<file path="src/rtl/axi_ic_pkg.sv">
// ----------------------------------------------------------------------------
// axi_ic_pkg
// Shared definitions for the AXI interconnect read path.
//   mw_f / tw_f / iw_f : width helpers for master-id, transaction-id and
//                        slave-side RID fields (never narrower than 1 bit).
//   rresp_e            : AXI read response encodings.
// ----------------------------------------------------------------------------
package axi_ic_pkg;

    // $clog2(1) is 0; clamp to 1 so degenerate configurations still yield
    // legal vector widths.
    function automatic int unsigned clog2_min1(input int unsigned n);
        return (n > 1) ? $clog2(n) : 1;
    endfunction

    function automatic int unsigned mw_f(input int unsigned num_masters);
        return clog2_min1(num_masters);
    endfunction

    function automatic int unsigned tw_f(input int unsigned num_outstanding);
        return clog2_min1(num_outstanding);
    endfunction

    function automatic int unsigned iw_f(input int unsigned num_masters,
                                         input int unsigned num_outstanding);
        return mw_f(num_masters) + tw_f(num_outstanding);
    endfunction

    typedef enum logic [1:0] {
        OKAY   = 2'b00,
        EXOKAY = 2'b01,
        SLVERR = 2'b10,
        DECERR = 2'b11
    } rresp_e;

endpackage

</file>
<file path="src/rtl/read_data_router_if.sv">
// ----------------------------------------------------------------------------
// read_data_router_if
// Bundles the slave-side R channel, arbiter handshake and master-side R
// channel of the read data router.
//   modport slave  : router view (consumes slave beats and arbiter decisions,
//                    produces master beats and arbiter requests).
//   modport master : environment view (slaves, arbiter and masters).
// Signals (flattened, index 0 in the LSBs):
//   s_rvalid_f/s_rid_f/s_rdata_f/s_rresp_f/s_rlast_f/s_rready_f  slave R
//   R_request_f/R_id_f/R_last_f/R_grant_f/R_sel_f                arbiter
//   m_rvalid_f/m_rid_f/m_rdata_f/m_rresp_f/m_rlast_f/m_rready_f  master R
// ----------------------------------------------------------------------------
interface read_data_router_if
    import axi_ic_pkg::*;
#(
    parameter int unsigned M                     = 2,
    parameter int unsigned S                     = 2,
    parameter int unsigned NUM_OUTSTANDING_TRANS = 2,
    parameter int unsigned DATA_WIDTH            = 32
);

    localparam int unsigned MW = mw_f(M);
    localparam int unsigned TW = tw_f(NUM_OUTSTANDING_TRANS);
    localparam int unsigned IW = MW + TW;

    // Slave-side R channel
    logic [S-1:0]            s_rvalid_f;
    logic [S*IW-1:0]         s_rid_f;
    logic [S*DATA_WIDTH-1:0] s_rdata_f;
    logic [S*2-1:0]          s_rresp_f;
    logic [S-1:0]            s_rlast_f;
    logic [S-1:0]            s_rready_f;

    // Arbiter handshake
    logic [S-1:0]            R_request_f;
    logic [S*IW-1:0]         R_id_f;
    logic [S-1:0]            R_last_f;
    logic [S-1:0]            R_grant_f;
    logic [S*MW-1:0]         R_sel_f;

    // Master-side R channel
    logic [M-1:0]            m_rvalid_f;
    logic [M*TW-1:0]         m_rid_f;
    logic [M*DATA_WIDTH-1:0] m_rdata_f;
    logic [M*2-1:0]          m_rresp_f;
    logic [M-1:0]            m_rlast_f;
    logic [M-1:0]            m_rready_f;

    modport slave (
        input  s_rvalid_f, s_rid_f, s_rdata_f, s_rresp_f, s_rlast_f,
        output s_rready_f,
        output R_request_f, R_id_f, R_last_f,
        input  R_grant_f, R_sel_f,
        output m_rvalid_f, m_rid_f, m_rdata_f, m_rresp_f, m_rlast_f,
        input  m_rready_f
    );

    modport master (
        output s_rvalid_f, s_rid_f, s_rdata_f, s_rresp_f, s_rlast_f,
        input  s_rready_f,
        input  R_request_f, R_id_f, R_last_f,
        output R_grant_f, R_sel_f,
        input  m_rvalid_f, m_rid_f, m_rdata_f, m_rresp_f, m_rlast_f,
        output m_rready_f
    );

endinterface

</file>
<file path="src/rtl/read_data_router_slice.sv">
// ----------------------------------------------------------------------------
// rd_slice
// One-entry valid/ready pipeline register for a master R output.
// Each edge: load when load_i, else drain when rready_i, else hold.
// Load and drain in the same cycle replaces the entry with no bubble.
// Ports:
//   clk_i, clr_i   clock, synchronous active-high reset
//   load_i, data_i new beat accepted upstream this cycle and its payload
//   rready_i       downstream ready
//   valid_o,data_o registered beat presented downstream
// ----------------------------------------------------------------------------
module rd_slice #(
    parameter int unsigned W = 1
) (
    input  logic         clk_i,
    input  logic         clr_i,
    input  logic         load_i,
    input  logic [W-1:0] data_i,
    input  logic         rready_i,
    output logic         valid_o,
    output logic [W-1:0] data_o
);

    logic         valid_q, valid_d;
    logic [W-1:0] data_q,  data_d;

    always_comb begin
        valid_d = valid_q;
        data_d  = data_q;
        if (load_i) begin
            valid_d = 1'b1;
            data_d  = data_i;
        end else if (rready_i) begin
            valid_d = 1'b0;
        end
    end

    always_ff @(posedge clk_i) begin
        if (clr_i) begin
            valid_q <= 1'b0;
            data_q  <= '0;
        end else begin
            valid_q <= valid_d;
            data_q  <= data_d;
        end
    end

    assign valid_o = valid_q;
    assign data_o  = data_q;

endmodule

</file>
<file path="src/rtl/read_data_router.sv">
// ----------------------------------------------------------------------------
// read_data_router
// R channel datapath downstream of the read arbiter. Forwards per-slave
// requests/IDs/last-beat events to the arbiter and steers granted slave
// beats into a one-entry register per master.
// Ports:
//   clk     clock (rising edge)
//   clr     synchronous active-high reset
//   bus     read_data_router_if.slave: slave R, arbiter and master R signals
//   id_err  sticky flag: an accepted beat's RID master field differed from
//           the arbiter's select for that slave
// ----------------------------------------------------------------------------
module read_data_router
    import axi_ic_pkg::*;
#(
    parameter int unsigned M                     = 2,
    parameter int unsigned S                     = 2,
    parameter int unsigned NUM_OUTSTANDING_TRANS = 2,
    parameter int unsigned DATA_WIDTH            = 32
) (
    input  logic                clk,
    input  logic                clr,
    read_data_router_if.slave   bus,
    output logic                id_err
);

    localparam int unsigned MW = mw_f(M);
    localparam int unsigned TW = tw_f(NUM_OUTSTANDING_TRANS);
    localparam int unsigned IW = MW + TW;
    // Slice payload: {trans_id, data, resp, last}
    localparam int unsigned PW = TW + DATA_WIDTH + 2 + 1;

    // Unflattened slave-side views
    logic [MW-1:0]         sel    [S];
    logic [IW-1:0]         rid    [S];
    logic [DATA_WIDTH-1:0] rdata  [S];
    logic [1:0]            rresp  [S];

    logic [S-1:0] win;
    logic [S-1:0] in_range;
    logic [S-1:0] rready;
    logic [S-1:0] accept;
    logic [S-1:0] mismatch;

    logic [M-1:0] slice_free;
    logic [M-1:0] load;
    logic [PW-1:0] load_data  [M];
    logic          slice_valid[M];
    logic [PW-1:0] slice_data [M];

    logic id_err_q, id_err_d;

    always_comb begin
        for (int unsigned s = 0; s < S; s++) begin
            sel[s]   = bus.R_sel_f[s*MW +: MW];
            rid[s]   = bus.s_rid_f[s*IW +: IW];
            rdata[s] = bus.s_rdata_f[s*DATA_WIDTH +: DATA_WIDTH];
            rresp[s] = bus.s_rresp_f[s*2 +: 2];
        end
    end

    always_comb begin
        for (int unsigned m = 0; m < M; m++) begin
            slice_free[m] = ~slice_valid[m] | bus.m_rready_f[m];
        end
    end

    // Ready/accept per slave. A lower-index granted slave targeting the same
    // master blocks higher ones regardless of its valid, so at most one
    // slave can load any given slice per cycle.
    always_comb begin
        win      = '1;
        in_range = '0;
        rready   = '0;
        accept   = '0;
        mismatch = '0;
        for (int unsigned s = 0; s < S; s++) begin
            for (int unsigned j = 0; j < s; j++) begin
                if (bus.R_grant_f[j] && (sel[j] == sel[s])) begin
                    win[s] = 1'b0;
                end
            end
            in_range[s] = (32'(sel[s]) < M);
            rready[s]   = bus.R_grant_f[s] & in_range[s] & win[s] &
                          (in_range[s] ? slice_free[sel[s]] : 1'b0);
            accept[s]   = bus.s_rvalid_f[s] & rready[s];
            mismatch[s] = (rid[s][IW-1:TW] != sel[s]);
        end
    end

    // Steering mux: route the accepted beat of the winning slave to its
    // selected master's slice.
    always_comb begin
        for (int unsigned m = 0; m < M; m++) begin
            load[m]      = 1'b0;
            load_data[m] = '0;
            for (int unsigned s = 0; s < S; s++) begin
                if (accept[s] && (32'(sel[s]) == m)) begin
                    load[m]      = 1'b1;
                    load_data[m] = {rid[s][TW-1:0], rdata[s], rresp[s],
                                    bus.s_rlast_f[s]};
                end
            end
        end
    end

    for (genvar g = 0; g < M; g++) begin : g_slice
        rd_slice #(
            .W(PW)
        ) u_slice (
            .clk_i   (clk),
            .clr_i   (clr),
            .load_i  (load[g]),
            .data_i  (load_data[g]),
            .rready_i(bus.m_rready_f[g]),
            .valid_o (slice_valid[g]),
            .data_o  (slice_data[g])
        );
    end

    always_comb begin
        bus.m_rvalid_f = '0;
        bus.m_rid_f    = '0;
        bus.m_rdata_f  = '0;
        bus.m_rresp_f  = '0;
        bus.m_rlast_f  = '0;
        for (int unsigned m = 0; m < M; m++) begin
            bus.m_rvalid_f[m] = slice_valid[m];
            {bus.m_rid_f[m*TW +: TW],
             bus.m_rdata_f[m*DATA_WIDTH +: DATA_WIDTH],
             bus.m_rresp_f[m*2 +: 2],
             bus.m_rlast_f[m]} = slice_data[m];
        end
    end

    assign bus.s_rready_f  = rready;
    assign bus.R_request_f = bus.s_rvalid_f;
    assign bus.R_id_f      = bus.s_rid_f;
    assign bus.R_last_f    = accept & bus.s_rlast_f;

    assign id_err_d = id_err_q | (|(accept & mismatch));

    always_ff @(posedge clk) begin
        if (clr) begin
            id_err_q <= 1'b0;
        end else begin
            id_err_q <= id_err_d;
        end
    end

    assign id_err = id_err_q;

endmodule

</file>
<file path="src/flat_wrapper.sv">
// flat-port wrapper written by rule: the top's interface ports become plain ports
module read_data_router_flat import axi_ic_pkg::*;
#(
    parameter int unsigned M                     = 2,
    parameter int unsigned S                     = 2,
    parameter int unsigned NUM_OUTSTANDING_TRANS = 2,
    parameter int unsigned DATA_WIDTH            = 32
)
  (clk, clr, id_err, bus_s_rvalid_f, bus_s_rid_f, bus_s_rdata_f, bus_s_rresp_f, bus_s_rlast_f, bus_s_rready_f, bus_R_request_f, bus_R_id_f, bus_R_last_f, bus_R_grant_f, bus_R_sel_f, bus_m_rvalid_f, bus_m_rid_f, bus_m_rdata_f, bus_m_rresp_f, bus_m_rlast_f, bus_m_rready_f);
  read_data_router_if #(.M(M), .S(S), .NUM_OUTSTANDING_TRANS(NUM_OUTSTANDING_TRANS), .DATA_WIDTH(DATA_WIDTH)) bus_i ();
  input  logic clk;
  input  logic clr;
  output logic id_err;
  input wire logic [$bits(bus_i.s_rvalid_f)-1:0] bus_s_rvalid_f;
  input wire logic [$bits(bus_i.s_rid_f)-1:0] bus_s_rid_f;
  input wire logic [$bits(bus_i.s_rdata_f)-1:0] bus_s_rdata_f;
  input wire logic [$bits(bus_i.s_rresp_f)-1:0] bus_s_rresp_f;
  input wire logic [$bits(bus_i.s_rlast_f)-1:0] bus_s_rlast_f;
  output wire logic [$bits(bus_i.s_rready_f)-1:0] bus_s_rready_f;
  output wire logic [$bits(bus_i.R_request_f)-1:0] bus_R_request_f;
  output wire logic [$bits(bus_i.R_id_f)-1:0] bus_R_id_f;
  output wire logic [$bits(bus_i.R_last_f)-1:0] bus_R_last_f;
  input wire logic [$bits(bus_i.R_grant_f)-1:0] bus_R_grant_f;
  input wire logic [$bits(bus_i.R_sel_f)-1:0] bus_R_sel_f;
  output wire logic [$bits(bus_i.m_rvalid_f)-1:0] bus_m_rvalid_f;
  output wire logic [$bits(bus_i.m_rid_f)-1:0] bus_m_rid_f;
  output wire logic [$bits(bus_i.m_rdata_f)-1:0] bus_m_rdata_f;
  output wire logic [$bits(bus_i.m_rresp_f)-1:0] bus_m_rresp_f;
  output wire logic [$bits(bus_i.m_rlast_f)-1:0] bus_m_rlast_f;
  input wire logic [$bits(bus_i.m_rready_f)-1:0] bus_m_rready_f;
  assign bus_i.s_rvalid_f = bus_s_rvalid_f;
  assign bus_i.s_rid_f = bus_s_rid_f;
  assign bus_i.s_rdata_f = bus_s_rdata_f;
  assign bus_i.s_rresp_f = bus_s_rresp_f;
  assign bus_i.s_rlast_f = bus_s_rlast_f;
  assign bus_s_rready_f = bus_i.s_rready_f;
  assign bus_R_request_f = bus_i.R_request_f;
  assign bus_R_id_f = bus_i.R_id_f;
  assign bus_R_last_f = bus_i.R_last_f;
  assign bus_i.R_grant_f = bus_R_grant_f;
  assign bus_i.R_sel_f = bus_R_sel_f;
  assign bus_m_rvalid_f = bus_i.m_rvalid_f;
  assign bus_m_rid_f = bus_i.m_rid_f;
  assign bus_m_rdata_f = bus_i.m_rdata_f;
  assign bus_m_rresp_f = bus_i.m_rresp_f;
  assign bus_m_rlast_f = bus_i.m_rlast_f;
  assign bus_i.m_rready_f = bus_m_rready_f;
  read_data_router #(.M(M), .S(S), .NUM_OUTSTANDING_TRANS(NUM_OUTSTANDING_TRANS), .DATA_WIDTH(DATA_WIDTH)) u_core (.clk(clk), .clr(clr), .bus(bus_i), .id_err(id_err));
endmodule
</file>
<file path="config.mk">
export PLATFORM = sky130hd
export DESIGN_NAME = read_data_router_flat
export DESIGN_NICKNAME = d
export VERILOG_FILES = /design/src/rtl/axi_ic_pkg.sv /design/src/rtl/read_data_router_if.sv /design/src/rtl/read_data_router_slice.sv /design/src/rtl/read_data_router.sv /design/src/flat_wrapper.sv
export SDC_FILE = /design/constraint.sdc
export NUM_CORES = 1
export LEC_CHECK = 0
export ABC_AREA = 1
export BUFFER_PORTS_ARGS = -buffer_cell sky130_fd_sc_hd__buf_2
export CAP_MARGIN = 10
export CORE_MARGIN = 4
export CORE_UTILIZATION = 55
export CTS_BUF_LIST = sky130_fd_sc_hd__clkbuf_2
export CTS_CLUSTER_SIZE = 40
export DETAILED_ROUTE_END_ITERATION = 10
export PLACE_DENSITY = 0.95
export SYNTH_ARGS = -nofsm -noshare
export SYNTH_HDL_FRONTEND = slang
export SYNTH_SLANG_ARGS = --single-unit
</file>
<file path="constraint.sdc">
create_clock -name clk -period 3.5 [get_ports clk]
set_input_delay 0.35 -clock clk [delete_from_list [all_inputs] [get_ports clk]]
set_output_delay 0.35 -clock clk [all_outputs]
set_load 0.01 [all_outputs]
</file>
==> out/results.ini, run 1 <==
[place]
io_buffers = 168
gp_congestion = 0.892
dp_slack_ns = 0.674
hpwl_um = 9160

[global_route]
grt_start_max_net_pins = 74
grt_use_total_pct = 28.8
antenna_found_initial = 0
grt_pass1_wl_um = 23000
grt_pass1_vias = 4772
overflow = 0

[run_status]
outcome = completed

[layout]
num-nets-final = 858
n_antenna_cell = 0
fillers = 692
syn2layout_area_growth_pct = 18.4
drive_above_1_share_pct = 25.6

[clock_tree]
ctsResizeCount = 0
clockBufferDepth = 2
cts_hold_buf = 0
h-tree-depth = 3
numCtsBuffers = 9
clkLatencyLatePin_ns = 0.50
clk_pin_slew_ns = 0.22
postCtsSetupRepairBufs = 0
cts_tree = yes
clock_sinks = 75
root_buffer = clkbuf_2

[synth]
yosys_warnings = 0
yosysTopAreaCell = dfxtp_1
syn_nets = 746
synth_cells = 662
synth.cell_area_um2 = 4320
async_flop_share_pct = 0
synth-xor-area-share_pct = 0.405
synth_top_area_share_pct = 34.7
yosys-top-cells-count = 192 x nand2_1, 109 x nand4_1, 82 x nand3_1, 75 x dfxtp_1, 72 x a21oi_1
ys_ff_latch = 75
yosys.area_share.adder_pct = 0
yosys.area_share.simple_pct = 43.6
synthFlopType = dfxtp_1
yosys.cell_count.top_type = nand2_1
ys_seq_area_share_pct = 34.7
synth_area_leaders = dfxtp_1 35%, nand2_1 17%, nand4_1 16%
synthDistinctLibCells = 18
synth-compound-area-share_pct = 8.57
synthMuxAreaShare_pct = 0
synth_area_per_cell_um2 = 6.53
synth_edf_count = 0
synth_top_family_by_area = simple AND/OR/NAND/NOR gates

[routing]
drt_wl_total_um = 14100
ant_nets = 0
firstDrtPassIters = 6
vias_per_cell = 6.00
routedWlPerCell_um = 16.0
route.detailed.drc = 0
routed-via-count = 5281
detail_route.iter0.violations = 495

[setup_path]
critPathMaxFanout = 37
cp.arrival_ns = 2.90
rrSetupSlack_ns = 0.96
cp-start-kind = register
critical_path_class = register to register
endpoint_kind = register
required_ns = 3.87

[sta]
timing.final.ws_setup_ns = 0.963
finalHoldViolations = 0
setup_viol = 0
rsz0062_at_grt = no
slew_viol_final = 0
max_freq_mhz = 394
tightest_slew_ns = 1.14
tns_ns = 0
fin_crit_ns = 2.54
clock_skew_ns = 0.0226
slew_headroom_pct = 24.3
fin_crit_sh_pct = 72.5

[floorplanning]
start_util_pct = 56.2
ioPinCount = 169
dieArea_um2 = 9340
dieHeight_um = 96.6
core_area_um2 = 7690
rows = 32
die_width_um = 96.6

[worst_hold_path]
hold_class = input pin to register

[power_and_ir_drop]
ir_worst_vdd_v = 0.000192
power_mw = 1.92
p_leak_nw = 2.66
power_density_nw_per_um2 = 376

[job]
maxCapViolCount = 0

-- per-layer routing --
| layer | up-vias | routed length [um] | global-route usage, % |
|---|---|---|---|
| met1 | 2378 | 5430 | 36.8 |
| met3 | 53 | 1620 | 6.63 |
| li1 | 2485 | - | - |
| met5 | - | 0 | 0 |
| met4 | 0 | 404 | 10.9 |
| met2 | 365 | 6670 | 47.2 |
-- per-stage QoR --
step | util, % | area [um2] | cells | hold slack [ns]
floorplan | - | 4320 | 662 | 0.494
global placement | 64.9 | 4990 | 865 | 0.452
detailed placement | 64.9 | 4990 | 865 | 0.468
CTS | 66.5 | 5110 | 880 | 0.139
global route | 66.5 | 5110 | 880 | 0.131
finish | 66.5 | 5110 | 880 | 0.170
-- area by class of cell --
type | count | area (um2) | area share, %
Inverter | 45 | 169 | 3.30
Timing Repair Buffer | 177 | 908 | 17.8
Clock inverter | 5 | 77.6 | 1.52
Tap cell | 102 | 128 | 2.50
Clock buffer | 10 | 50.0 | 0.978
Sequential cell | 75 | 1500 | 29.4
Multi-Input combinational cell | 466 | 2280 | 44.6
-- cell families (layout without fill, tap and decap cells) --
family / after synthesis / count (layout)
and+or+nand+nor: 390 / 390
buffers and inverters: 121 / 237
AOI/OAI and AO/OA: 74 / 74
xor gates and xnor gates: 2 / 2
DFF: 75 / 75
-- state kept, by name (all words and copies together), names as in the netlist --
| name | flops |
|---|---|
| u_core.id_err | 1 |
| u_core.g_slice.u_slice.valid_o | 2 |
| u_core.g_slice.u_slice.data_o | 72 |
-- power breakdown --
part           switching, mW  total [mW]  internal [mW]  leakage [nW]
clock                  0.305       0.540          0.235        0.0798
combinational          0.286       0.442          0.157          1.97
sequential            0.0312       0.941          0.910         0.613
total                  0.622        1.92           1.30          2.66
-- path summary, 6_finish.rpt --
check / from / endpoint / cells after the start
worst max register to register: u_core.g_slice[0].u_slice.valid_o$_SDFFE_PP0P_ / u_core.g_slice[1].u_slice.data_o[23]$_SDFFE_PP0P_ / 6
worst min-delay path: bus_s_rdata_f[28] / u_core.g_slice[0].u_slice.data_o[31]$_SDFFE_PP0P_ / 5
worst max-delay path: u_core.g_slice[0].u_slice.valid_o$_SDFFE_PP0P_ / u_core.g_slice[1].u_slice.data_o[23]$_SDFFE_PP0P_ / 6
worst min register to register: u_core.g_slice[0].u_slice.data_o[10]$_SDFFE_PP0P_ / u_core.g_slice[0].u_slice.data_o[10]$_SDFFE_PP0P_ / 2
-- critical path, cell delays in order (launching register included) --
cell and delay, ns:
dfxtp_1 0.36, nand2_1 0.14, nand3_1 0.10, nand2_1 0.56, nand3_2 0.80, nand3_1 0.33, a21oi_1 0.11
-- layout by cell type (no fill, tap or decap), drive strengths merged --
| master | n |
|---|---|
| nand2 | 193 |
| buf | 177 |
| nand4 | 111 |
| nand3 | 83 |
| dfxtp | 75 |
| a21oi | 72 |
| inv | 46 |
| clkbuf | 10 |
| o21ai | 2 |
| xor2 | 2 |
| bufinv | 2 |
| nor2 | 2 |
| clkinv | 2 |
| and3 | 1 |
Note: power is estimated with default switching activity, not from simulation.
==> run 2, diff against run 1 <==
CORE_UTILIZATION = 51   (was 55)
PLACE_DENSITY = 0.93   (was 0.95)
clock period = 2.59 ns   (was 3.5 ns; I/O delays follow)
==> out/results.ini, run 2 (same netlist as run 1, synthesis figures left out) <==
[run_status]
outcome = completed

[setup_path]
critical_path_class = register to primary output
cp.arrival_ns = 1.96
rrSetupSlack_ns = 0.70
endpoint_kind = primary output
r2r_cells = 6
cp-start-kind = register
critPathMaxFanout = 39
required_ns = 2.33

[global_route]
overflow = 0
grt_use_total_pct = 27.2
grt_pass1_vias = 4824
grt_pass1_wl_um = 22500
antenna_found_initial = 0
grt_start_max_net_pins = 42

[clock_tree]
numCtsBuffers = 9
clock_sinks = 75
clk_pin_slew_ns = 0.24
clockBufferDepth = 2
postCtsSetupRepairBufs = 0
cts_tree = yes
root_buffer = clkbuf_2
h-tree-depth = 3
clkLatencyLatePin_ns = 0.53

[routing]
drt_wl_total_um = 14000
routed-via-count = 5255
detail_route.iter0.violations = 440
routedWlPerCell_um = 15.7
route.detailed.drc = 0
ant_nets = 0
vias_per_cell = 5.88
firstDrtPassIters = 5

[sta]
rsz0062_at_grt = no
fin_crit_ns = 2.22
finalHoldViolations = 0
slew_headroom_pct = 42.5
slew_viol_final = 0
fin_crit_sh_pct = 85.8
setup_viol = 0
tns_ns = 0
whs_ns = 0.0371
max_freq_mhz = 450
clock_skew_ns = 0.0204
tightest_slew_ns = 0.862

[worst_hold_path]
hold_class = input pin to register
holdPathStages = 5

[layout]
mostFrequentLayoutCell = nand2_1
fin_util_pct = 63.2
num-nets-final = 867
fillers = 764
seqCellArea_um2 = 1500
drive_above_1_share_pct = 26.5
layout_common_cells = 192 x nand2_1, 168 x buf_2, 109 x nand4_1
multi_input_area_um2 = 2280
syn2layout_area_growth_pct = 20.1
n_antenna_cell = 0
largest_reg_flops = 72

[floorplanning]
dieHeight_um = 100
ioPinCount = 169
rows = 33
dieArea_um2 = 10000
die_width_um = 100
core_area_um2 = 8220
start_util_pct = 52.6

[job]
maxCapViolCount = 0

[place]
gp_congestion = 0.879
io_buffers = 168
hpwl_um = 9290

[power_and_ir_drop]
p_leak_nw = 2.69
power_density_nw_per_um2 = 491
ir_worst_vdd_v = 0.000351

-- run 2: cell count changes in the layout (fill, tap and decap cells not counted) --
cell / previous run / this run
dlygate4sd3_1: 0 / 1
clkinv_1: 1 / 0
buf_4: 9 / 16
clkinv_4: 0 / 1
bufinv_16: 2 / 1
clkinvlp_4: 0 / 3
buf_12: 0 / 1
inv_6: 1 / 0
-- run 2: path summary, 6_finish.rpt --
| path | startpoint | endpoint |
|---|---|---|
| setup / recovery | u_core.g_slice[0].u_slice.valid_o$_SDFFE_PP0P_ | bus_R_last_f[0] |
| hold / removal | bus_s_rdata_f[26] | u_core.g_slice[0].u_slice.data_o[29]$_SDFFE_PP0P_ |
| setup reg to reg | u_core.g_slice[0].u_slice.valid_o$_SDFFE_PP0P_ | u_core.g_slice[1].u_slice.data_o[2]$_SDFFE_PP0P_ |
| hold reg to reg | u_core.id_err$_SDFF_PP0_ | u_core.id_err$_SDFF_PP0_ |
-- run 2: worst max-delay path, stage by stage, from the launching register on --
cell     delay (ns)
dfxtp_1        0.38
nand2_1        0.13
nand3_1        0.08
nand2_1        0.09
buf_4          0.41
and3_1         0.22
buf_2          0.12
-- run 2: per-stage QoR --
step                instances  worst slack, ns  power, mW  instance area [um2]
global placement          876            0.548       1.88                 5060
CTS                       893            0.346       2.56                 5190
floorplan                 662             1.29       1.66                 4320
finish                    893            0.368       2.55                 5190
detailed placement        876            0.486       1.89                 5060
global route              893            0.216       2.67                 5190
-- run 2: what timing repair did --
action / 4_1_cts / 5_1_grt
hold endpoints to repair: 1 / 0
hold buffers: 1 / 0
gates resized for setup: 0 / 0
-- run 2: layer usage --
layer / global-route usage [%] / vias up / wire length, um
met5: 0 / - / 0
met4: 10.6 / 0 / 294
met3: 5.91 / 33 / 1730
met2: 44.7 / 330 / 6500
met1: 35.1 / 2390 / 5480
li1: - / 2502 / -
-- run 2: layout make-up --
class                   count  area share, %
multi-input cells         466           43.9
clock buffers              10          0.964
well taps                 105           2.53
repair buffers            186           19.1
clock inverters             6           1.28
flip-flops and latches     75           28.9
inverters                  45           3.25
-- run 2: power by group --
part           leakage [nW]  switching [mW]  internal (mW)
Sequential            0.613          0.0392           1.23
Clock                0.0641           0.449          0.225
Combinational          2.01           0.385          0.219
Total                  2.69           0.873           1.67
==> run 3, diff against run 2 <==
CORE_ASPECT_RATIO = 0.6   (was not set)
SYNTH_HIERARCHICAL = 1   (was not set)
==> out/results.ini, run 3 <==
[synth]
yosys.cell_count.top_type = nand2_1
synth_area_leaders = dfxtp_1 35%, nand2_1 14%, nand4_1 11%
ys_seq_area_share_pct = 35.2
ys_ff_latch = 75
syn_nets = 694
yosys_warnings = 6
synth_edf_count = 0
synth_top_area_share_pct = 35.2
yosys-top-cells-count = 155 x nand2_1, 86 x nor2_1, 75 x dfxtp_1, 73 x nand4_1, 58 x nor2_2
async_flop_share_pct = 0
synth.cell_area_um2 = 4260
synth_area_per_cell_um2 = 6.99
yosysTopAreaCell = dfxtp_1
synthFlopType = dfxtp_1
synthDistinctLibCells = 26
synth_cells = 610

[routing]
route.detailed.drc = 0
ant_nets = 0
vias_per_cell = 5.58
routed-via-count = 4787
drt_wl_total_um = 13600
routedWlPerCell_um = 15.8
detail_route.iter0.violations = 503
firstDrtPassIters = 5

[sta]
max_freq_mhz = 404
finalHoldViolations = 0
clock_skew_ns = 0.0297
setup_viol = 0
whs_ns = 0.0837
fin_crit_ns = 2.48
rsz0062_at_grt = no
slew_headroom_pct = 45.7
tns_ns = 0
fin_crit_sh_pct = 95.6
tightest_slew_ns = 0.815
slew_viol_final = 0

[worst_hold_path]
hold_start = bus_s_rresp_f[1]
hold_class = input pin to register

[setup_path]
endpoint_kind = register
path_cells = dlygate4sd3_1 > buf_2 > inv_1 > nand2_1 > nand2_1 > nand2_2 > nand2_2 > o21ai_4 > inv_12 > a21oi_2 > dlygate4sd3_1
cp-startpoint = bus_m_rready_f[0]
cp-start-kind = input pin
required_ns = 3.04
crit_buf_inv = 5
cp.arrival_ns = 2.93
worstReg2RegStart = u_core/g_slice[1].u_slice/valid_o$_SDFFE_PP0P_
cpPeakStageDelay_ns = 0.60
critical_path_class = input pin to register
crit_family = buffers and inverters
critPathMaxFanout = 37
crit_path_top_delay_cell = o21ai_4

[global_route]
grt_use_total_pct = 26.1
grt_pass1_vias = 4366
grt_start_max_net_pins = 45
antenna_found_initial = 0
grt_pass1_wl_um = 21200
overflow = 0

[floorplanning]
dieHeight_um = 78.8
rows = 25
core_area_um2 = 8010
ioPinCount = 169
die_width_um = 126
dieArea_um2 = 9940
start_util_pct = 53.3

[power_and_ir_drop]
ir_worst_vdd_v = 0.000280
p_leak_nw = 2.75
power_density_nw_per_um2 = 490
pwr-share-clk_pct = 21.3
switching_power_mw = 0.862
power_frac_comb_pct = 26.1
intPower_mw = 1.59
p_sw_share_pct = 35.2
power_mw = 2.45
power_frac_seq_pct = 52.7

[layout]
num-nets-final = 830
mostFrequentLayoutCell = buf_2
largest_reg_flops = 72
drive_above_1_share_pct = 35.3
n_antenna_cell = 0
fin_util_pct = 62.3
layout_common_cells = 168 x buf_2, 155 x nand2_1, 86 x nor2_1
syn2layout_area_growth_pct = 17.1

[run_status]
outcome = completed

[place]
io_buffers = 168
gp_congestion = 0.913
hpwl_um = 9220

[clock_tree]
postCtsSetupRepairBufs = 0
clk_pin_slew_ns = 0.19
numCtsBuffers = 9
clkLatencyLatePin_ns = 0.52
h-tree-depth = 3
cts_tree = yes
clock_sinks = 75
ctsResizeCount = 0
root_buffer = clkbuf_2
clockBufferDepth = 2

[job]
maxCapViolCount = 0

## run 3: changes by cell type after synthesis, moves of 13 or more
cell	change
o21ai_0	+45
inv_1	-33
o21ai_1	+26
nor2_1	+84
nor2_2	+58
nand4_1	-36
a21oi_1	-71
nand3_1	-77
nand2_1	-37
buf_6	+13
## run 3: logic make-up (layout without fill, tap and decap cells)
group                     after synthesis  in the layout  synth area share [%]
and+or+nand+nor                       384            384                  42.5
AOI/OAI and AO/OA                      77             78                  9.36
DFF                                    75             75                  35.2
buffers and inverters                  72            211                  12.5
xor gates and xnor gates                2              2                 0.411
## run 3: path summary, 6_finish.rpt
check | to | slack (ns) | cells past startpoint
max | u_core/g_slice[1].u_slice/valid_o$_SDFFE_PP0P_ | 0.11 | 11
min | u_core/g_slice[1].u_slice/data_o[2]$_SDFFE_PP0P_ | 0.08 | 5
min reg2reg | u_core/g_slice[0].u_slice/valid_o$_SDFFE_PP0P_ | 0.50 | 2
max reg2reg | u_core/g_slice[1].u_slice/valid_o$_SDFFE_PP0P_ | 0.16 | 8
## run 3: power groups by stage
stage               sequential [mW]  combinational [mW]  clock, mW
finish                         1.29               0.637      0.520
global route                   1.30               0.697      0.586
CTS                            1.29               0.622      0.542
detailed placement             1.31               0.615          0
global placement               1.31               0.598          0
floorplan                      1.35               0.375          0
## run 3: area by class of cell
class	instances	area, um2
inverters	16	85.1
clock buffers	11	55.1
clock inverters	4	18.8
fillers	752	3020
well taps	108	135
repair buffers	180	941
multi-input cells	464	2260
flip-flops and latches	75	1500
## run 3: what timing repair did
item | CTS | global route
endpoints found under the hold margin | 3 | 0
hold buffers | 4 | 0
endpoints found under the setup margin | 0 | 1
## run 3: stage by stage
step | setup WS [ns] | instance area (um2) | cells
after CTS | 0.0271 | 4980 | 857
final | 0.113 | 4990 | 858
after global placement | 0.503 | 4870 | 838
after global routing | 0.0371 | 4990 | 858
after floorplan | 0.931 | 4260 | 610
after detailed placement | 0.388 | 4870 | 838
## run 3: worst min-delay path, cell delays in order
cell     delay, ns
buf_2         0.09
nand2_1       0.05
nand2_1       0.06
nor2_1        0.04
nor2_1        0.08
## run 3: routing by layer
metal	vias up	track usage (%)	part of all wire, %
met1	2133	34.1	42
met2	332	40.2	43
met5	-	0	0
li1	2286	-	-
met4	0	8.89	2.1
met3	36	9.48	14
